==> src/rtl/frame_cmd_ctrl.sv <==
// Byte-command front end: decodes received bytes into register-file reads/writes
// and ALU operations, then returns the result to the transmitter as one or two bytes.
module frame_cmd_ctrl #(
  parameter int DATA_WIDTH = 8,
  parameter int ADDR_WIDTH = 4
) (
  input  logic                    clk,
  input  logic                    rst,
  input  logic [DATA_WIDTH-1:0]   rx_data,
  input  logic                    rx_valid,
  output logic [ADDR_WIDTH-1:0]   rf_addr,
  output logic                    rf_wr_en,
  output logic                    rf_rd_en,
  output logic [DATA_WIDTH-1:0]   rf_wr_data,
  input  logic [DATA_WIDTH-1:0]   rf_rd_data,
  input  logic                    rf_rd_valid,
  output logic                    alu_en,
  output logic [3:0]              alu_func,
  input  logic [2*DATA_WIDTH-1:0] alu_out,
  input  logic                    alu_valid,
  output logic                    gate_en,
  output logic [DATA_WIDTH-1:0]   tx_data,
  output logic                    tx_valid,
  input  logic                    tx_busy
);
  typedef enum logic [3:0] {
    IDLE, WR_ADDR, WR_DATA, RD_ADDR, RD_WAIT, OPA, OPB, FUNC, ALU_WAIT, TX_LO, TX_HI, TX_DONE
  } state_t;

  localparam logic [DATA_WIDTH-1:0] CMD_WR = DATA_WIDTH'(8'hAA);
  localparam logic [DATA_WIDTH-1:0] CMD_RD = DATA_WIDTH'(8'hBB);
  localparam logic [DATA_WIDTH-1:0] CMD_OP = DATA_WIDTH'(8'hCC);
  localparam logic [DATA_WIDTH-1:0] CMD_FN = DATA_WIDTH'(8'hDD);

  state_t                  state_reg, state_next;
  logic [ADDR_WIDTH-1:0]   addr_reg, addr_next;
  logic [DATA_WIDTH-1:0]   wr_data_reg, wr_data_next;
  logic [3:0]              func_reg, func_next;
  logic [DATA_WIDTH-1:0]   tx_data_reg, tx_data_next;
  logic [2*DATA_WIDTH-1:0] result_reg, result_next;
  logic                    single_reg, single_next;
  logic                    sent_reg, sent_next;
  logic                    seen_reg, seen_next;
  logic                    wr_en_reg, wr_en_next;
  logic                    rd_en_reg, rd_en_next;
  logic                    alu_en_reg, alu_en_next;
  logic                    tx_valid_reg, tx_valid_next;
  logic                    gate_reg, gate_next;
  logic                    rx_take;

  // A byte landing while a strobe is high is dropped so strobes can never abut.
  assign rx_take = rx_valid && !(wr_en_reg || rd_en_reg || alu_en_reg);

  always_ff @(posedge clk or negedge rst) begin
    if (!rst) begin
      state_reg    <= IDLE;
      addr_reg     <= '0;
      wr_data_reg  <= '0;
      func_reg     <= '0;
      tx_data_reg  <= '0;
      result_reg   <= '0;
      single_reg   <= 1'b0;
      sent_reg     <= 1'b0;
      seen_reg     <= 1'b0;
      wr_en_reg    <= 1'b0;
      rd_en_reg    <= 1'b0;
      alu_en_reg   <= 1'b0;
      tx_valid_reg <= 1'b0;
      gate_reg     <= 1'b0;
    end else begin
      state_reg    <= state_next;
      addr_reg     <= addr_next;
      wr_data_reg  <= wr_data_next;
      func_reg     <= func_next;
      tx_data_reg  <= tx_data_next;
      result_reg   <= result_next;
      single_reg   <= single_next;
      sent_reg     <= sent_next;
      seen_reg     <= seen_next;
      wr_en_reg    <= wr_en_next;
      rd_en_reg    <= rd_en_next;
      alu_en_reg   <= alu_en_next;
      tx_valid_reg <= tx_valid_next;
      gate_reg     <= gate_next;
    end
  end

  always_comb begin
    state_next    = state_reg;
    addr_next     = addr_reg;
    wr_data_next  = wr_data_reg;
    func_next     = func_reg;
    tx_data_next  = tx_data_reg;
    result_next   = result_reg;
    single_next   = single_reg;
    sent_next     = sent_reg;
    seen_next     = seen_reg;
    wr_en_next    = 1'b0;
    rd_en_next    = 1'b0;
    alu_en_next   = 1'b0;
    tx_valid_next = 1'b0;
    case (state_reg)
      IDLE: begin
        if (rx_take) begin
          case (rx_data)
            CMD_WR:  state_next = WR_ADDR;
            CMD_RD:  state_next = RD_ADDR;
            CMD_OP:  state_next = OPA;
            CMD_FN:  state_next = FUNC;
            default: state_next = IDLE;
          endcase
        end
      end
      WR_ADDR: begin
        if (rx_take) begin
          addr_next  = rx_data[ADDR_WIDTH-1:0];
          state_next = WR_DATA;
        end
      end
      WR_DATA: begin
        if (rx_take) begin
          wr_data_next = rx_data;
          wr_en_next   = 1'b1;
          state_next   = IDLE;
        end
      end
      RD_ADDR: begin
        if (rx_take) begin
          addr_next  = rx_data[ADDR_WIDTH-1:0];
          rd_en_next = 1'b1;
          state_next = RD_WAIT;
        end
      end
      RD_WAIT: begin
        if (rf_rd_valid) begin
          result_next = {{DATA_WIDTH{1'b0}}, rf_rd_data};
          single_next = 1'b1;
          state_next  = TX_LO;
        end
      end
      OPA, OPB: begin
        if (rx_take) begin
          addr_next    = (state_reg == OPA) ? ADDR_WIDTH'(0) : ADDR_WIDTH'(1);
          wr_data_next = rx_data;
          wr_en_next   = 1'b1;
          state_next   = (state_reg == OPA) ? OPB : FUNC;
        end
      end
      FUNC: begin
        if (rx_take) begin
          func_next   = rx_data[3:0];
          alu_en_next = 1'b1;
          state_next  = ALU_WAIT;
        end
      end
      ALU_WAIT: begin
        if (alu_valid) begin
          result_next = alu_out;
          single_next = 1'b0;
          state_next  = TX_LO;
        end
      end
      // Each byte: send when idle, then require busy to rise and fall before moving on.
      TX_LO, TX_HI: begin
        if (!sent_reg) begin
          if (!tx_busy) begin
            tx_data_next  = (state_reg == TX_LO) ? result_reg[DATA_WIDTH-1:0]
                                                 : result_reg[2*DATA_WIDTH-1:DATA_WIDTH];
            tx_valid_next = 1'b1;
            sent_next     = 1'b1;
          end
        end else if (!seen_reg) begin
          seen_next = tx_busy;
        end else if (!tx_busy) begin
          sent_next  = 1'b0;
          seen_next  = 1'b0;
          state_next = (state_reg == TX_HI || single_reg) ? TX_DONE : TX_HI;
        end
      end
      TX_DONE: state_next = IDLE;
      default: state_next = IDLE;
    endcase
    gate_next = (state_next == FUNC) || (state_next == ALU_WAIT);
  end

  assign rf_addr    = addr_reg;
  assign rf_wr_en   = wr_en_reg;
  assign rf_rd_en   = rd_en_reg;
  assign rf_wr_data = wr_data_reg;
  assign alu_en     = alu_en_reg;
  assign alu_func   = func_reg;
  assign gate_en    = gate_reg;
  assign tx_data    = tx_data_reg;
  assign tx_valid   = tx_valid_reg;
endmodule

==> config.mk <==
export PLATFORM = sky130hd
export DESIGN_NAME = frame_cmd_ctrl
export DESIGN_NICKNAME = d
export VERILOG_FILES = /design/src/rtl/frame_cmd_ctrl.sv
export SDC_FILE = /design/constraint.sdc
export NUM_CORES = 1
export LEC_CHECK = 0
export ABC_CLOCK_PERIOD_IN_PS = 1960
export CAP_MARGIN = 5
export CORE_ASPECT_RATIO = 1.5
export CORE_UTILIZATION = 43
export DETAILED_ROUTE_END_ITERATION = 10
export PLACE_DENSITY = 0.76
export SETUP_SLACK_MARGIN = 0.15
export SYNTH_ARGS = -nofsm -noshare
export SYNTH_HDL_FRONTEND = slang
export SYNTH_SLANG_ARGS = --single-unit
==> constraint.sdc <==
create_clock -name clk -period 1.96 [get_ports clk]
set_input_delay 0.294 -clock clk [delete_from_list [all_inputs] [get_ports clk]]
set_output_delay 0.294 -clock clk [all_outputs]
set_load 0.005 [all_outputs]
-- Yosys cells after proc, flatten, opt, wreduce, memory -nomap -nowiden
Cells that the tools add are included.
- equal/unequal tests: 20
- muxes and demuxes: 37
- bitwise operators: 2
- reductions and logical operators: 19
- operator list (cell ; number):
    4-bit two-way mux ; 13
    4-bit one-hot mux with 9 select lines ; 1
    8-bit equality test (second input constant) ; 4
    16-bit two-way mux ; 2
    16-bit one-hot mux with 2 select lines ; 1
    4-bit by 3-bit equality test with 1-bit output (second input constant) ; 5
    4-bit equality test (second input constant) ; 4
    1-bit two-way mux ; 16
    3-bit one-hot mux with 4 select lines ; 1
    3-bit AND reduction ; 3
    4-bit by 2-bit equality test with 1-bit output (second input constant) ; 2
    8-bit two-way mux ; 1
    4-bit one-hot mux with 2 select lines ; 1
    2-bit inequality test (second input constant) ; 3
    2-bit AND reduction ; 3
    2-bit OR reduction ; 3
    4-bit by 1-bit equality test with 1-bit output (second input constant) ; 1
    4-bit zero test ; 1
    1-bit logical OR ; 4
    2-bit nonzero test ; 2
    3-bit OR reduction ; 1
    2-bit by 1-bit inequality test with 1-bit output (second input constant) ; 1
    1-bit NOT ; 2
    1-bit one-hot mux with 2 select lines ; 1
    2 further kinds ; 2
- bits in registers: 52
- input port bits: 38
- output and inout port bits: 29
- word-level logic and storage cells: 92

-- Depth between registers and ports, before layout
Gate-level depths: netlist (run 1).
- depth after elaboration: 9
- mapped depth: 7
- mapped depth without buffers: 5

-- Worst setup path before layout (run 1)
OpenSTA, ideal clock, no wires.
- path kind: reg-to-reg
- from: reg rd_en_reg, in the netlist rf_rd_en
- to: reg gate_reg, in the netlist gate_en
- library setup time: 0.079 ns
- data arrival time: 1.820 ns
- data required time: 1.881 ns
- path slack: 0.061 ns
- cell stages (with the launch flop): 6
- path buffers: 0
- period minus slack after synthesis: 1.899 ns
- path through: dfrtp_1 -> or4b_4 -> or3_2 -> a21oi_1 -> or4b_4 -> mux2i_1
- cells in the longest elaborated chain, start to end: 8
- elaborated cells between the ends (all ways): 14
- those cells by class: eq/ne: 2; mux: 7; reduce/logical: 5
- ends and longest elaborated chain (element ; line ; source):
    start: declaration ; 45 ; logic rd_en_reg, rd_en_next;
    start signal: assignment ; 81 ; rd_en_reg <= rd_en_next;
    1-bit logical OR (*) (2 in a row) ; 52 ; assign rx_take = rx_valid && !(wr_en_reg || rd_en_reg || alu_en_reg);
    1-bit zero test (*) ; 52 ;
    1-bit logical AND (*) ; 52 ;
    4-bit two-way mux (tied with other cells) ; 150 ; if (rx_take) begin
    4-bit one-hot mux with 9 select lines (*) ; 102 ; case (state_reg)
    net state_next[0] ; 35 ; state_t state_reg, state_next;
    4-bit by 3-bit equality test with 1-bit output or 4-bit equality test (tied branches) ; 183 ; gate_next = (state_next == FUNC) || (state_next == ALU_WAIT);
    1-bit logical OR (*) ; 183 ;
    net gate_next ; 48 ; logic gate_reg, gate_next;
    end signal: assignment ; 84 ; gate_reg <= gate_next;
    end: declaration ; 48 ;
Mark *: on every way through the listed nets, which the timed path passes. The rest lies on a longest branch.
A chain may end at the register's enable or synchronous reset.

-- Final worst setup path (run 1)
- from: reg wr_en_reg, in the netlist rf_wr_en
- to: reg gate_reg, in the netlist gate_en
- cells in the longest elaborated chain, start to end: 8
- elaborated cells between the ends (all ways): 14
- those cells by class: eq/ne: 2; mux: 7; reduce/logical: 5
- ends and longest elaborated chain (element ; line ; source):
    start: declaration ; 44 ; logic wr_en_reg, wr_en_next;
    start signal: assignment ; 80 ; wr_en_reg <= wr_en_next;
    1-bit logical OR (*) (2 in a row) ; 52 ;
    1-bit zero test (*) ; 52 ;
    1-bit logical AND (*) ; 52 ;
    4-bit two-way mux (tied with other cells) ; 150 ;
    4-bit one-hot mux with 9 select lines (*) ; 102 ;
    net state_next[0] ; 35 ;
    4-bit by 3-bit equality test with 1-bit output or 4-bit equality test (tied branches) ; 183 ;
    1-bit logical OR (*) ; 183 ;
    net gate_next ; 48 ;
Marks and branches as above.

==> results of run 1 <==
==> metrics by stage <==
| step | cells | total power [W] | setup TNS (ns) | util, % | worst slack [ns] |
|---|---|---|---|---|---|
| 6_report | 405 | 0.00426 | 0 | 66.8 | 0.103 |
| 5_1_grt | 405 | 0.00459 | -0.00999 | 66.8 | -0.00999 |
| 4_1_cts | 395 | 0.00421 | 0 | 64.0 | 0.109 |
| 3_5_place_dp | 385 | 0.00358 | -2.83 | 61.5 | -0.339 |
| 3_3_place_gp | 385 | 0.00352 | -1.35 | 61.5 | -0.244 |
| 2_1_floorplan | 232 | 0.00272 | 0 | - | 0.0702 |
==> cell usage after synthesis (2+ instances only) <==
master	n
sky130_fd_sc_hd__mux2_2	14
sky130_fd_sc_hd__o22ai_1	2
sky130_fd_sc_hd__o21ai_0	19
sky130_fd_sc_hd__nor3_1	3
sky130_fd_sc_hd__nor2_1	15
sky130_fd_sc_hd__nor4bb_1	3
sky130_fd_sc_hd__dfrtp_1	52
sky130_fd_sc_hd__nand2_1	36
sky130_fd_sc_hd__nor2b_1	2
sky130_fd_sc_hd__inv_1	6
sky130_fd_sc_hd__mux2i_1	17
sky130_fd_sc_hd__nand3_1	7
sky130_fd_sc_hd__or4b_4	2
sky130_fd_sc_hd__xor2_1	3
sky130_fd_sc_hd__nand2b_1	3
sky130_fd_sc_hd__buf_2	5
sky130_fd_sc_hd__clkbuf_1	4
sky130_fd_sc_hd__a21oi_1	14
sky130_fd_sc_hd__and2_1	2
==> logic make-up (layout without fill, tap and decap cells) <==
kind of cell	count (synthesis)	count (layout)	share of synthesized area, %
compound gates	45	45	10.8
xor+xnor	4	4	1.44
buf+inv	17	120	3.03
flops	52	52	53.4
mux	31	31	13.4
simple gates	83	83	17.9
==> power by group through the flow <==
stage	registers [W]	clock network, W	logic (W)
2_1_floorplan	0.00166	0	0.00106
3_3_place_gp	0.00173	0	0.00179
3_5_place_dp	0.00174	0	0.00184
4_1_cts	0.00173	0.000622	0.00186
5_1_grt	0.00177	0.000672	0.00215
6_report	0.00172	0.000610	0.00193
==> worst max-delay path, stage by stage (launching register included) <==
cell	delay [ns]
sky130_fd_sc_hd__dfrtp_1	0.41
sky130_fd_sc_hd__or4b_4	0.55
sky130_fd_sc_hd__nand2_2	0.08
sky130_fd_sc_hd__a21oi_2	0.05
sky130_fd_sc_hd__or4b_4	0.52
sky130_fd_sc_hd__mux2i_1	0.13
==> layout make-up <==
type                            count  area [µm²]
Fill cell                         454        1810
Sequential cell                    52        1310
Multi-Input combinational cell    163        1160
Timing Repair Buffer              106         973
Tap cell                           70        87.6
Clock buffer                        5        68.8
Inverter                            6        22.5
Clock inverter                      3        18.8
==> final timing paths <==
| check | from | endpoint | slack (ns) |
|---|---|---|---|
| max in group asynchronous | rst | state_reg[0] | 0.89 |
| worst max-delay path | rf_wr_en | gate_en | 0.10 |
| worst min register to register | result_reg[9] | result_reg[9] | 0.49 |
| worst min-delay path | rx_data[1] | rf_addr[1] | 0.37 |
| min in group asynchronous | rst | rf_wr_data[1] | 0.45 |
| worst max register to register | rf_wr_en | gate_en | 0.10 |
==> placed cells by master, fill, tap and decap left out, drive strengths merged, types with 2 or more instances in the layout <==
cell type      instances
a21oi                 14
and2                   2
buf                   40
clkbuf                 5
clkdlybuf4s50         62
clkinv                 3
dfrtp                 52
dlymetal6s2s           2
inv                    6
mux2                  14
mux2i                 17
nand2                 36
nand2b                 3
nand3                  7
nor2                  15
nor2b                  2
nor3                   5
nor4bb                 3
o21ai                 19
o22ai                  2
or4b                   3
xor2                   3
==> metal layers <==
| metal | up-vias | global-route usage (%) | part of all wire, % |
|---|---|---|---|
| met5 | - | 0 | 0 |
| met4 | 0 | 8.71 | 2.0 |
| met3 | 13 | 4.61 | 5.3 |
| met2 | 86 | 36.4 | 54 |
| met1 | 1010 | 24.1 | 38 |
| li1 | 1022 | - | - |
==> repair_timing <==
action	4_1_cts	5_1_grt
hold buffers	1	0
setup buffers	1	10
pin swaps	4	3
hold endpoints to repair	16	0
resized for setup	11	15
cloned	0	0
setup endpoints to repair	14	29
==> flow_metrics.py, run 1 <==
metrics = {
    "timing": {
        "whs_ns": 0.372,
        "timing.clock.skew_ns": 0.00506,
        "slew_viol_final": 0,
        "report.final.hold_viol_count": 0,
        "worst_slew_margin_rel_pct": 70.1,
        "timing.final.crit_share_pct": 94.7,
        "worst-slew-pin-transition_ns": 0.447,
        "setup_violations": 0,
        "layout_min_cycle_time_ns": 1.86,
        "grt_setup_unrepaired": "true",
        "fmax_ghz": 0.539,
    },
    "final_layout": {
        "final_non_filler_cell_area_um2": 3640,
        "largest_register_ff_count": 16,
        "area_overhead_vs_synth_pct": 49.3,
        "drive_above_1_share_pct": 25.4,
        "antenna_diode_instance_count": 0,
        "layout.nets": 372,
    },
    "synthesis": {
        "synth_seq_cells": 52,
        "synth_area_leader_cell": "sky130_fd_sc_hd__dfrtp_1",
        "syn_nets": 270,
        "mappedNetlistArea_um2": 2440,
        "number_of_flops_mapped_to_enable_cells_by_yosys": 0,
        "synthesis.instances": 232,
        "netlist_top_cells_area": "sky130_fd_sc_hd__dfrtp_1, sky130_fd_sc_hd__mux2i_1, sky130_fd_sc_hd__mux2_2",
        "syn-mean-instance-area_um2": 10.5,
        "synth-warning-count": 0,
        "synthArstFlopShare_pct": 100,
        "synthDistinctLibCells": 42,
        "fraction_of_post_synthesis_cell_area_in_the_top_cell_type_by_area_pct": 53.4,
        "synthFlopType": "sky130_fd_sc_hd__dfrtp_1",
        "synth-seq-area-share_pct": 53.4,
    },
    "hold_path": {
        "timing.hold.worst.class": "in2reg",
        "hold_depth": 3,
    },
    "pwr": {
        "power.sequential.fraction_pct": 40.3,
        "clock_power_share_pct": 14.3,
        "power.switching_fraction_pct": 34.6,
        "peakVddDrop_mv": 0.651,
        "power.internal_w": 0.00279,
        "power.static_leakage_nw": 1.67,
        "power.density_cell_area_nw_per_um2": 1170,
        "power.share.combinational_pct": 45.4,
        "netSwitchingPower_w": 0.00147,
    },
    "die": {
        "i_o_pin_cnt": 67,
        "initial_utilization_pct": 44.7,
        "die_w_um": 63.5,
        "fp.dieH_um": 94.2,
        "total_number_of_placement_rows": 33,
        "floorplan.die_area_um2": 5980,
        "placeableCoreArea_um2": 5450,
    },
    "placed_design": {
        "post-dp-hpwl_mm": 4.18,
        "dpl-instance-area_um2": 3350,
        "place.port_buffers": 66,
        "routabilityCongestion": 0.868,
    },
    "clock_network": {
        "tritoncts": "yes",
        "cts_root_buf": "sky130_fd_sc_hd__clkbuf_8",
        "cts.path.max_buffers": 2,
        "cts-htree-levels": 2,
        "clk_transition_reported_paths_ns": 0.10,
        "cts_sinks": 52,
        "worst_skew_pair.late_latency_ns": 0.30,
        "cts_buffers": 5,
    },
    "global_routing": {
        "global_route_wire_length_before_repair_mm": 9.60,
        "grt_overflow_total": 0,
        "grt_start_max_net_pins": 33,
        "via_count_of_the_first_global_routing_pass": 2090,
        "gr-usage-all-layers_pct": 20.8,
        "initial_antenna_violation_count": 0,
    },
    "worst_setup_path": {
        "arrival_time_at_the_worst_endpoint_ns": 2.05,
        "crit_fanout": 3,
        "r2r.worst_path.cells": 5,
        "required_time_of_the_critical_path_ns": 2.15,
        "timing.critical_path.to_type": "flip-flop",
        "crit_path_start_kind": "flip-flop",
        "critical_path_class": "reg2reg",
    },
    "detailed_routing": {
        "initial_drt_markers": 117,
        "detail_route.vias_per_cell": 5.26,
        "dr.pass1.iters": 4,
        "drt.antenna.violating_nets": 0,
        "wire_per_inst_um": 14.8,
        "totalWireLength_mm": 6.00,
        "routed-via-count": 2131,
        "drt_drc_violations_left": 0,
    },
    "flow_run": {
        "cap_viol_max_count": 0,
    },
    "outcome": {
        "status": "finished clean",
    },
}
Note: power is estimated with default switching activity, not from simulation.
==> inputs of run 2 (changes only) <==
ABC_CLOCK_PERIOD_IN_PS = 2100   (was 1960)
CORE_UTILIZATION = 48   (was 43)
PLACE_DENSITY = 0.8   (was 0.76)
clock period = 2.1 ns   (was 1.96 ns; I/O delays follow)
==> flow_metrics.py, run 2 (same netlist as run 1, synthesis figures left out) <==
metrics = {
    "global_routing": {
        "initial_antenna_violation_count": 0,
        "grt_overflow_total": 0,
        "global_route_wire_length_before_repair_mm": 8.91,
        "grt_start_max_net_pins": 33,
        "via_count_of_the_first_global_routing_pass": 1999,
        "gr-usage-all-layers_pct": 22.7,
    },
    "detailed_routing": {
        "wire_per_inst_um": 14.1,
        "routed-via-count": 2033,
        "detail_route.vias_per_cell": 5.29,
        "dr.pass1.iters": 5,
        "initial_drt_markers": 50,
        "drt.antenna.violating_nets": 0,
        "drt_drc_violations_left": 0,
        "totalWireLength_mm": 5.40,
    },
    "worst_setup_path": {
        "cp_slowest_stage_delay_ns": 0.49,
        "critical_path_depth": 6,
        "crit_fanout": 8,
        "critPathBufInv": 1,
        "required_time_of_the_critical_path_ns": 2.34,
        "critical_path_class": "reg2reg",
        "timing.critical_path.to_type": "flip-flop",
        "r2r.worst_path.cells": 6,
        "crit_family": "compound AO/OA/AOI/OAI gates",
        "critical_path.slowest_cell": "sky130_fd_sc_hd__dfrtp_1",
        "reg2reg_setup_slack_ns": 0.15,
        "crit_path_start_kind": "flip-flop",
        "arrival_time_at_the_worst_endpoint_ns": 2.19,
        "timing.critical_path.cells": "buf_4 -> nor2_1 -> o2111ai_2 -> o311a_2 -> o2bb2ai_1 -> mux2i_1",
    },
    "clock_network": {
        "cts-htree-levels": 2,
        "cts.path.max_buffers": 2,
        "cts_sinks": 52,
        "worst_skew_pair.late_latency_ns": 0.31,
        "cts_root_buf": "sky130_fd_sc_hd__clkbuf_8",
        "clk_transition_reported_paths_ns": 0.10,
        "cts_buffers": 5,
        "tritoncts": "yes",
    },
    "timing": {
        "timing.final.crit_share_pct": 92.9,
        "layout_min_cycle_time_ns": 1.95,
        "worst_slew_margin_rel_pct": 55.6,
        "whs_ns": 0.0288,
        "report.final.hold_viol_count": 0,
        "setup_violations": 0,
        "timing.clock.skew_ns": 0.00813,
        "totalNegativeSetupSlack_ns": 0,
        "fmax_ghz": 0.513,
        "worst-slew-pin-transition_ns": 0.666,
        "grt_setup_unrepaired": "true",
        "slew_viol_final": 0,
    },
    "pwr": {
        "power.density_cell_area_nw_per_um2": 1140,
        "power.static_leakage_nw": 1.53,
        "peakVddDrop_mv": 0.677,
    },
    "final_layout": {
        "layout.nets": 355,
        "final_non_filler_cell_area_um2": 3420,
        "area_overhead_vs_synth_pct": 40.4,
        "antenna_diode_instance_count": 0,
        "fin_cells": 384,
        "layout.cells.most_common": "sky130_fd_sc_hd__clkdlybuf4s50_1",
        "layout.core_utilization_pct": 70.6,
        "layout_common_cells": "sky130_fd_sc_hd__clkdlybuf4s50_1, sky130_fd_sc_hd__dfrtp_1, sky130_fd_sc_hd__nand2_1",
        "drive_above_1_share_pct": 18.6,
        "largest_register_ff_count": 16,
        "nFillCells": 378,
    },
    "placed_design": {
        "post-dp-hpwl_mm": 4.17,
        "place.port_buffers": 66,
        "routabilityCongestion": 0.905,
        "dp.cells": 376,
        "dpl-instance-area_um2": 3300,
    },
    "outcome": {
        "status": "finished clean",
    },
    "flow_run": {
        "cap_viol_max_count": 0,
    },
    "die": {
        "placeableCoreArea_um2": 4850,
        "floorplan.die_area_um2": 5370,
        "i_o_pin_cnt": 67,
        "die_w_um": 60.2,
        "fp.dieH_um": 89.3,
        "initial_utilization_pct": 50.3,
        "total_number_of_placement_rows": 31,
    },
    "hold_path": {
        "timing.hold.worst.class": "in2async",
    },
}
run 2: report_power, final:
part / switching (W) / internal [W] / leakage [nW]
registers: 0.000256 / 0.00136 / 0.662
clock network: 0.000327 / 0.000268 / 0.0445
logic: 0.000747 / 0.000931 / 0.819
total: 0.00133 / 0.00256 / 1.53
run 2: per-stage QoR:
step | setup slack (ns) | total power, W
5_1_grt | 0.112 | 0.00417
2_1_floorplan | 0.201 | 0.00253
6_report | 0.150 | 0.00389
3_3_place_gp | -0.151 | 0.00324
3_5_place_dp | -0.174 | 0.00331
4_1_cts | 0.156 | 0.00391
run 2: worst paths after layout:
path                                    start       endpoint
min in group clk                result_reg[1]  result_reg[1]
max in group asynchronous                 rst  result_reg[3]
worst max-delay path             state_reg[2]        gate_en
worst min-delay path                      rst     tx_data[7]
worst max register to register   state_reg[2]        gate_en
worst min register to register  result_reg[1]  result_reg[1]
run 2: final cells by class:
type,instances,area [µm²],share of cell area [%]
clock buffers,7,86.3,2.52
clock inverters,1,7.51,0.219
inverters,6,22.5,0.658
multi-input cells,163,1090,31.9
flip-flops and latches,52,1300,38.1
well taps,66,82.6,2.41
repair buffers,89,828,24.2
run 2: repair_timing:
action	4_1_cts	5_1_grt
hold endpoints to repair	0	0
setup endpoints to repair	1	9
hold buffers	0	0
gates resized for setup	4	3
pin swaps	0	0
setup buffers	0	0
run 2: layer usage:
metal	global-route usage (%)	part of all wire, %	vias up	routed length, µm
li1	-	-	982	-
met1	24.2	38	983	2040
met2	40.8	56	57	3000
met3	5.21	4.3	11	231
met4	11.2	2.4	0	129
met5	0	0	-	0
run 2: worst reg2reg max path, cell delays in order, from the launching register on:
cell and delay, ns:
sky130_fd_sc_hd__dfrtp_1 0.49, sky130_fd_sc_hd__buf_4 0.20, sky130_fd_sc_hd__nor2_1 0.28, sky130_fd_sc_hd__o2111ai_2 0.21
sky130_fd_sc_hd__o311a_2 0.44, sky130_fd_sc_hd__o2bb2ai_1 0.13, sky130_fd_sc_hd__mux2i_1 0.14
==> inputs of run 3 (changes only) <==
MAX_ROUTING_LAYER = met4   (was unset)
==> flow_metrics.py, run 3 (same netlist as run 1, synthesis figures left out) <==
metrics = {
    "outcome": {
        "status": "finished clean",
    },
    "final_layout": {
        "layout_common_cells": "sky130_fd_sc_hd__clkdlybuf4s50_1, sky130_fd_sc_hd__dfrtp_1, sky130_fd_sc_hd__nand2_1",
        "final_non_filler_cell_area_um2": 3420,
        "antenna_diode_instance_count": 0,
        "layout.cells.most_common": "sky130_fd_sc_hd__clkdlybuf4s50_1",
        "area_overhead_vs_synth_pct": 40.4,
        "drive_above_1_share_pct": 18.6,
        "layout.nets": 355,
        "largest_register_ff_count": 16,
    },
    "worst_setup_path": {
        "timing.critical_path.from": "state_reg[2]",
        "critical_path.slowest_cell": "sky130_fd_sc_hd__dfrtp_1",
        "critical_path_class": "reg2reg",
        "arrival_time_at_the_worst_endpoint_ns": 2.18,
        "regToRegStartpoint": "state_reg[2]",
        "cp_slowest_stage_delay_ns": 0.49,
        "required_time_of_the_critical_path_ns": 2.34,
        "timing.critical_path.cells": "buf_4 -> nor2_1 -> o2111ai_2 -> o311a_2 -> o2bb2ai_1 -> mux2i_1",
        "timing.critical_path.to_type": "flip-flop",
        "crit_path_start_kind": "flip-flop",
        "crit_fanout": 8,
    },
    "flow_run": {
        "cap_viol_max_count": 0,
    },
    "pwr": {
        "power.sequential.fraction_pct": 41.5,
        "power.static_leakage_nw": 1.53,
        "power.share.combinational_pct": 43.2,
        "netSwitchingPower_w": 0.00133,
        "peakVddDrop_mv": 0.679,
        "power.switching_fraction_pct": 34.1,
        "power.internal_w": 0.00256,
        "power.density_cell_area_nw_per_um2": 1130,
        "clock_power_share_pct": 15.3,
    },
    "global_routing": {
        "via_count_of_the_first_global_routing_pass": 1995,
        "gr-usage-all-layers_pct": 23.5,
        "grt_start_max_net_pins": 33,
        "global_route_wire_length_before_repair_mm": 8.93,
        "grt_overflow_total": 0,
        "initial_antenna_violation_count": 0,
    },
    "die": {
        "i_o_pin_cnt": 67,
        "total_number_of_placement_rows": 31,
        "initial_utilization_pct": 50.3,
        "die_w_um": 60.2,
        "placeableCoreArea_um2": 4850,
        "floorplan.die_area_um2": 5370,
        "fp.dieH_um": 89.3,
    },
    "detailed_routing": {
        "dr.pass1.iters": 4,
        "drt_drc_violations_left": 0,
        "routed-via-count": 2032,
        "wire_per_inst_um": 14.0,
        "detail_route.vias_per_cell": 5.29,
        "totalWireLength_mm": 5.38,
        "initial_drt_markers": 52,
        "drt.antenna.violating_nets": 0,
    },
    "clock_network": {
        "ctsHoldBuffers": 0,
        "cts.path.max_buffers": 2,
        "cts-htree-levels": 2,
        "cts_root_buf": "sky130_fd_sc_hd__clkbuf_8",
        "cts_sinks": 52,
        "worst_skew_pair.late_latency_ns": 0.31,
        "clk_transition_reported_paths_ns": 0.09,
        "tritoncts": "yes",
        "cts_buffers": 5,
    },
    "timing": {
        "worst_slew_margin_rel_pct": 55.6,
        "setup_violations": 0,
        "timing.final.crit_share_pct": 92.7,
        "whs_ns": 0.0310,
        "slew_viol_final": 0,
        "layout_min_cycle_time_ns": 1.95,
        "totalNegativeSetupSlack_ns": 0,
        "timing.clock.skew_ns": 0.00821,
        "report.final.hold_viol_count": 0,
        "grt_setup_unrepaired": "true",
        "fmax_ghz": 0.514,
        "worst-slew-pin-transition_ns": 0.666,
    },
    "placed_design": {
        "post-dp-hpwl_mm": 4.17,
        "place.port_buffers": 66,
        "routabilityCongestion": 0.921,
        "dpl-instance-area_um2": 3300,
    },
    "hold_path": {
        "timing.hold.worst.class": "in2async",
    },
}
-- run 3: cell counts in the layout (fill, tap and decap cells not counted) --
Identical to the previous run, type by type.
-- run 3: worst max-delay path, delay by kind of cell (launching register included) --
kind	cells	cell delay, ns
and+or+nand+nor	1	0.28
buffers and inverters	1	0.20
AOI/OAI and AO/OA	3	0.77
muxes	1	0.14
DFF	1	0.49
-- run 3: layout make-up --
| class | count | area [µm²] |
|---|---|---|
| clock buffer | 7 | 86.3 |
| clock inverter | 1 | 7.51 |
| fill | 378 | 1430 |
| inverter | 6 | 22.5 |
| multi-input combinational | 163 | 1090 |
| sequential | 52 | 1300 |
| tap | 66 | 82.6 |
| timing repair buffer | 89 | 828 |
-- run 3: final timing paths --
| kind | endpoint | slack [ns] | cells past startpoint |
|---|---|---|---|
| worst max-delay path | gate_en | 0.15 | 6 |
| worst min-delay path | tx_data[7] | 0.03 | 1 |
| worst max register to register | gate_en | 0.15 | 6 |
| worst min register to register | result_reg[1] | 0.49 | 2 |
| max in group asynchronous | result_reg[3] | 1.44 | 2 |
| min in group clk | result_reg[1] | 0.49 | 2 |
-- run 3: what timing repair did --
item                       in CTS  in global routing
buffers inserted                0                  0
setup endpoints to repair       1                  9
resized for setup               4                  3
-- run 3: per-layer routing --
layer	wire [µm]	vias up	GRT usage, %
met3	222	11	5.21
li1	-	984	-
met1	2040	978	24.6
met4	127	0	11.2
met2	2990	59	40.9
met5	0	-	-
-- run 3: per-stage QoR --
step	util (%)	worst slack, ns	total power [W]	instances
after floorplan	-	0.201	0.00253	232
after global routing	70.6	0.112	0.00417	384
after detailed placement	68.1	-0.174	0.00331	376
after CTS	70.4	0.156	0.00391	384
after global placement	68.1	-0.151	0.00324	376
final	70.6	0.154	0.00388	384
-- run 3: power groups by stage --
stage / clock network, W / registers (W) / logic (W)
3_5_place_dp: 0 / 0.00163 / 0.00168
5_1_grt: 0.000648 / 0.00166 / 0.00186
2_1_floorplan: 0 / 0.00155 / 0.000982
3_3_place_gp: 0 / 0.00161 / 0.00163
4_1_cts: 0.000608 / 0.00161 / 0.00169
6_report: 0.000595 / 0.00161 / 0.00168
